**config.mk**
```make
export PLATFORM = sky130hd
export DESIGN_NAME = axil_cmd_master
export DESIGN_NICKNAME = d
export VERILOG_FILES = /design/src/rtl/axil_cmd_master.sv
export SDC_FILE = /design/constraint.sdc
export NUM_CORES = 1
export LEC_CHECK = 0
export ABC_CLOCK_PERIOD_IN_PS = 3300
export CAP_MARGIN = 20
export CORE_MARGIN = 8
export CORE_UTILIZATION = 44
export DETAILED_ROUTE_END_ITERATION = 12
export MAX_ROUTING_LAYER = met4
export PLACE_DENSITY = 0.93
export SLEW_MARGIN = 10
export SYNTH_ARGS = -nofsm -noshare
export SYNTH_HDL_FRONTEND = slang
export SYNTH_SLANG_ARGS = --single-unit
```
**constraint.sdc**
```tcl
create_clock -name M_AXI_ACLK -period 3.3 [get_ports M_AXI_ACLK]
set_input_delay 0.66 -clock M_AXI_ACLK [delete_from_list [all_inputs] [get_ports M_AXI_ACLK]]
set_output_delay 0.66 -clock M_AXI_ACLK [all_outputs]
set_load 0.01 [all_outputs]
```
**src/rtl/axil_cmd_master.sv**
```systemverilog
// AXI4-Lite single-outstanding master: turns valid/ready commands into
// AW/W/B or AR/R transactions and returns the response on a rsp port.
module axil_cmd_master #(
    parameter int         ADDR_WIDTH  = 7,
    parameter int         DATA_WIDTH  = 32,
    parameter logic [2:0] PROT        = 3'b000,
    parameter int         HANG_CYCLES = 256
) (
    input  logic                      M_AXI_ACLK,
    input  logic                      M_AXI_ARESET,
    input  logic                      cmd_valid,
    output logic                      cmd_ready,
    input  logic                      cmd_write,
    input  logic [ADDR_WIDTH-1:0]     cmd_addr,
    input  logic [DATA_WIDTH-1:0]     cmd_wdata,
    input  logic [DATA_WIDTH/8-1:0]   cmd_wstrb,
    output logic                      rsp_valid,
    input  logic                      rsp_ready,
    output logic [DATA_WIDTH-1:0]     rsp_rdata,
    output logic [1:0]                rsp_resp,
    output logic                      rsp_write,
    output logic                      bus_hang,
    output logic [ADDR_WIDTH-1:0]     M_AXI_AWADDR,
    output logic [2:0]                M_AXI_AWPROT,
    output logic                      M_AXI_AWVALID,
    input  logic                      M_AXI_AWREADY,
    output logic [DATA_WIDTH-1:0]     M_AXI_WDATA,
    output logic [DATA_WIDTH/8-1:0]   M_AXI_WSTRB,
    output logic                      M_AXI_WVALID,
    input  logic                      M_AXI_WREADY,
    input  logic [1:0]                M_AXI_BRESP,
    input  logic                      M_AXI_BVALID,
    output logic                      M_AXI_BREADY,
    output logic [ADDR_WIDTH-1:0]     M_AXI_ARADDR,
    output logic [2:0]                M_AXI_ARPROT,
    output logic                      M_AXI_ARVALID,
    input  logic                      M_AXI_ARREADY,
    input  logic [DATA_WIDTH-1:0]     M_AXI_RDATA,
    input  logic [1:0]                M_AXI_RRESP,
    input  logic                      M_AXI_RVALID,
    output logic                      M_AXI_RREADY
);

    localparam int STRB_W = DATA_WIDTH / 8;
    localparam int CNT_W  = $clog2(HANG_CYCLES + 1);
    localparam logic [CNT_W-1:0] HANG_MAX = CNT_W'(HANG_CYCLES);

    typedef enum logic [2:0] {
        IDLE, WR_REQ, WR_RESP, RD_REQ, RD_RESP, RSP
    } state_t;

    state_t                state_q, state_d;
    logic                  aw_done_q, aw_done_d;
    logic                  w_done_q, w_done_d;
    logic [ADDR_WIDTH-1:0] addr_q, addr_d;
    logic [DATA_WIDTH-1:0] wdata_q, wdata_d;
    logic [STRB_W-1:0]     wstrb_q, wstrb_d;
    logic                  write_q, write_d;
    logic [DATA_WIDTH-1:0] rdata_q, rdata_d;
    logic [1:0]            resp_q, resp_d;
    logic [CNT_W-1:0]      cnt_q, cnt_d;
    logic                  hang_q, hang_d;

    logic aw_hs, w_hs, b_hs, ar_hs, r_hs, busy, progress;

    // All VALID/READY outputs decode registered state only.
    assign cmd_ready     = (state_q == IDLE);
    assign rsp_valid     = (state_q == RSP);
    assign M_AXI_AWVALID = (state_q == WR_REQ) && !aw_done_q;
    assign M_AXI_WVALID  = (state_q == WR_REQ) && !w_done_q;
    assign M_AXI_BREADY  = (state_q == WR_RESP);
    assign M_AXI_ARVALID = (state_q == RD_REQ);
    assign M_AXI_RREADY  = (state_q == RD_RESP);

    assign M_AXI_AWADDR = addr_q;
    assign M_AXI_ARADDR = addr_q;
    assign M_AXI_AWPROT = PROT;
    assign M_AXI_ARPROT = PROT;
    assign M_AXI_WDATA  = wdata_q;
    assign M_AXI_WSTRB  = wstrb_q;

    assign rsp_rdata = rdata_q;
    assign rsp_resp  = resp_q;
    assign rsp_write = write_q;
    assign bus_hang  = hang_q;

    assign aw_hs = M_AXI_AWVALID && M_AXI_AWREADY;
    assign w_hs  = M_AXI_WVALID && M_AXI_WREADY;
    assign b_hs  = M_AXI_BREADY && M_AXI_BVALID;
    assign ar_hs = M_AXI_ARVALID && M_AXI_ARREADY;
    assign r_hs  = M_AXI_RREADY && M_AXI_RVALID;

    assign busy = (state_q == WR_REQ) || (state_q == WR_RESP) ||
                  (state_q == RD_REQ) || (state_q == RD_RESP);
    assign progress = aw_hs || w_hs || b_hs || ar_hs || r_hs;

    always_ff @(posedge M_AXI_ACLK) begin
        if (M_AXI_ARESET) begin
            state_q   <= IDLE;
            aw_done_q <= 1'b0;
            w_done_q  <= 1'b0;
            addr_q    <= '0;
            wdata_q   <= '0;
            wstrb_q   <= '0;
            write_q   <= 1'b0;
            rdata_q   <= '0;
            resp_q    <= '0;
            cnt_q     <= '0;
            hang_q    <= 1'b0;
        end else begin
            state_q   <= state_d;
            aw_done_q <= aw_done_d;
            w_done_q  <= w_done_d;
            addr_q    <= addr_d;
            wdata_q   <= wdata_d;
            wstrb_q   <= wstrb_d;
            write_q   <= write_d;
            rdata_q   <= rdata_d;
            resp_q    <= resp_d;
            cnt_q     <= cnt_d;
            hang_q    <= hang_d;
        end
    end

    always_comb begin
        state_d   = state_q;
        aw_done_d = aw_done_q;
        w_done_d  = w_done_q;
        addr_d    = addr_q;
        wdata_d   = wdata_q;
        wstrb_d   = wstrb_q;
        write_d   = write_q;
        rdata_d   = rdata_q;
        resp_d    = resp_q;
        cnt_d     = cnt_q;
        hang_d    = hang_q;

        unique case (state_q)
            IDLE: begin
                if (cmd_valid) begin
                    addr_d    = cmd_addr;
                    wdata_d   = cmd_wdata;
                    wstrb_d   = cmd_wstrb;
                    write_d   = cmd_write;
                    aw_done_d = 1'b0;
                    w_done_d  = 1'b0;
                    state_d   = cmd_write ? WR_REQ : RD_REQ;
                end
            end
            WR_REQ: begin
                // AW and W may finish in either order or together.
                aw_done_d = aw_done_q || aw_hs;
                w_done_d  = w_done_q || w_hs;
                if (aw_done_d && w_done_d) begin
                    state_d = WR_RESP;
                end
            end
            WR_RESP: begin
                if (b_hs) begin
                    resp_d  = M_AXI_BRESP;
                    rdata_d = '0;
                    state_d = RSP;
                end
            end
            RD_REQ: begin
                if (ar_hs) begin
                    state_d = RD_RESP;
                end
            end
            RD_RESP: begin
                if (r_hs) begin
                    rdata_d = M_AXI_RDATA;
                    resp_d  = M_AXI_RRESP;
                    state_d = RSP;
                end
            end
            RSP: begin
                if (rsp_ready) begin
                    state_d = IDLE;
                end
            end
            default: state_d = IDLE;
        endcase

        // Stall watchdog: saturating, flags only, never aborts.
        if (!busy || (state_d != state_q) || progress) begin
            cnt_d = '0;
        end else if (cnt_q != HANG_MAX) begin
            cnt_d = cnt_q + 1'b1;
        end
        if (busy && (cnt_d == HANG_MAX)) begin
            hang_d = 1'b1;
        end
    end

endmodule

```
==> metrics <==
outcome=finished clean; Reg2Reg Launch Point=cnt_q[0]$_SDFF_PP0_; unrepaired setup endpoints after global routing=no; share of cells above drive strength 1=0.0455; Lkg Pwr=2.07 nW; Max Clock Skew=11.2 ps; largest net degree at the start of global routing=69; number of global-route vias before repair=3853; max cap viols=0; chip height=110 um; Die Area=12100 um^2; cts bufs inserted=9; Max Fclk=364 MHz; die width=110 um; postcts setup bufs=0; Worst-Skew Late Latency=350 ps; Post-CTS Hold Buffers=0; PwrDens=451 nW/um^2; Post-Syn Area=3880 um^2; syn avg cell area=8.10 um^2; CP Class=reg -> out; R2R cell count=5; Arr. time, crit path=2090 ps; Overflow after GRT=0; drt drc=0; clk slew on worst S/H paths=90 ps; initial DRC count=173; post-cts sizing count=0; Setup crit start=state_q[0]$_SDFF_PP0_; Rel. slew slack=0.640; hold path endpoint=M_AXI_WDATA[18]$_SDFFE_PP0P_; Synth Warn #=0; worst flop-to-flop path endpoint=bus_hang$_SDFFE_PP0P_; Setup-failing EPs final=0; area grow syn2layout=51.1%; CTS Sinks=93; Post-synth EDFFs=0; Yosys reg bits=93; VDD IR max=0.261 mV; io pins=188; Routed wire per std cell=16.1 um; initial core utilization=0.449; H-tree levels=3; clock buffer depth=2; Worst Min Path Start=M_AXI_WDATA[18]$_SDFFE_PP0P_; Worst Path Max Fanout=14; Routability Congestion=0.791; Required @ worst endpoint=2640 ps; FP Rows=34; Crit. End Element=primary output; Synth cell types=45; WHS=457 ps; Hold Path Stages=2; CTS root buffer=clkbuf_8; Syn Inst Count=479; post-route antenna net violation count=0; routed wire length=12.0 mm; CTS tree=yes; Async S/R FF share, synth=0; all-layer global routing usage=0.194; initial antenna violation count=0; Slew @ Worst Pin=540 ps; core region area=8640 um^2; drt pass-1 iters=4; PortBufs=181; Max Slew Vio Count=0; Top FF cell, synth=dfxtp_1; Post-DP HPWL=8.90 mm; register area share after synthesis=0.480; via count=3859; global-route wire length before repair=18.3 mm; # diodes=0; vias per inst=5.18; Final Hold Vio Count=0; min-delay worst type=reg -> reg; Layout Nets=723; Startpoint Class=flop; setup TNS=0 ps; min cycle time layout=2750 ps; R2R Setup Slk=1270 ps; final worst-path cycle share=0.833
[sequential cells by signal, indices dropped and copies added, names as in the netlist]
signal	cells
rsp_rdata	32
state_q	3
aw_done_q	1
bus_hang	1
M_AXI_ARADDR	7
rsp_resp	2
M_AXI_WSTRB	4
cnt_q	9
rsp_write	1
w_done_q	1
M_AXI_WDATA	32
[worst max-delay path by stage]
| stage | end | slack [ps] | cells past startpoint |
|---|---|---|---|
| global placement | M_AXI_WVALID | 960 | 3 |
| CTS | M_AXI_WVALID | 520 | 3 |
| finish | M_AXI_WVALID | 550 | 3 |
| detailed placement | M_AXI_WVALID | 920 | 3 |
| global route | M_AXI_WVALID | 450 | 3 |
| floorplan | M_AXI_RREADY | 1450 | 5 |
[cells by family (layout without fill, tap and decap cells)]
family                     Yosys count  in the layout  share of synthesized area
buffers and inverters               59            212                     0.0767
xor gates and xnor gates             8              8                     0.0181
DFF                                 93             93                      0.480
muxes                                5              5                     0.0132
other                                1              6                   0.000966
AOI/OAI and AO/OA                  102            102                      0.152
and+or+nand+nor                    209            209                      0.253
adders and majority gates            2              2                    0.00645
[final cells by class]
class	count	area [um^2]
fillers	691	2770
well taps	108	135
clock buffers	10	138
multi-input cells	332	1750
repair buffers	187	1850
flip-flops and latches	93	1860
inverters	9	33.8
clock inverters	6	91.3
[layout by cell type, fill, tap and decap left out, types with 3 or more instances in the layout]
cell and count:
a21oi_1 80, a22oi_1 3, and2_1 3, buf_4 6, clkbuf_8 10, clkdlybuf4s50_1 180, conb_1 6, dfxtp_1 93
inv_1 8, mux2i_1 4, nand2_1 96, nand2b_1 33, nand3_1 37, nand3b_1 3, nor2_1 19, nor2b_1 3
nor3_1 5, xnor2_1 6
[synth_stat cells (5+ instances only)]
master / n / share of area
nor2_1: 19 / 0.018
a21oi_1: 81 / 0.10
clkbuf_1: 22 / 0.021
nand2b_1: 33 / 0.053
nor3_1: 5 / 0.0064
nand2_1: 96 / 0.093
xnor2_1: 6 / 0.014
nand3_1: 37 / 0.048
inv_1: 8 / 0.0077
buf_4: 14 / 0.027
buf_2: 13 / 0.017
dfxtp_1: 93 / 0.48
[worst max-delay path: stages, from the launching register on]
cell	delay [ps]
dfxtp_1	610
or3b_1	470
nor2_1	120
clkdlybuf4s50_1	550
[where the power goes]
group | leakage (nW) | switching (W) | internal, W
clock | 0.117 | 0.000407 | 0.000453
sequential | 0.756 | 0.0000488 | 0.00118
combinational | 1.19 | 0.000258 | 0.000296
[metal layers]
| layer | vias to the layer above | part of all wire | routed length (um) | GRT usage |
|---|---|---|---|---|
| met5 | - | 0 | 0 | - |
| met3 | 25 | 0.075 | 905 | 0.0516 |
| li1 | 1887 | - | - | - |
| met4 | 0 | 0.020 | 243 | 0.0878 |
| met1 | 1780 | 0.40 | 4770 | 0.210 |
| met2 | 167 | 0.51 | 6070 | 0.327 |
[metrics by stage]
step | area (um^2) | instances | utilization | worst slack, ps | total power [W]
after detailed placement | 5630 | 729 | 0.652 | 922 | 0.00181
after global placement | 5630 | 729 | 0.652 | 962 | 0.00179
after global routing | 5860 | 745 | 0.679 | 455 | 0.00277
after CTS | 5860 | 745 | 0.679 | 520 | 0.00267
final | 5860 | 745 | 0.679 | 551 | 0.00264
after floorplan | 3900 | 484 | - | 1450 | 0.00152
Power figures use the tool's default switching activity.
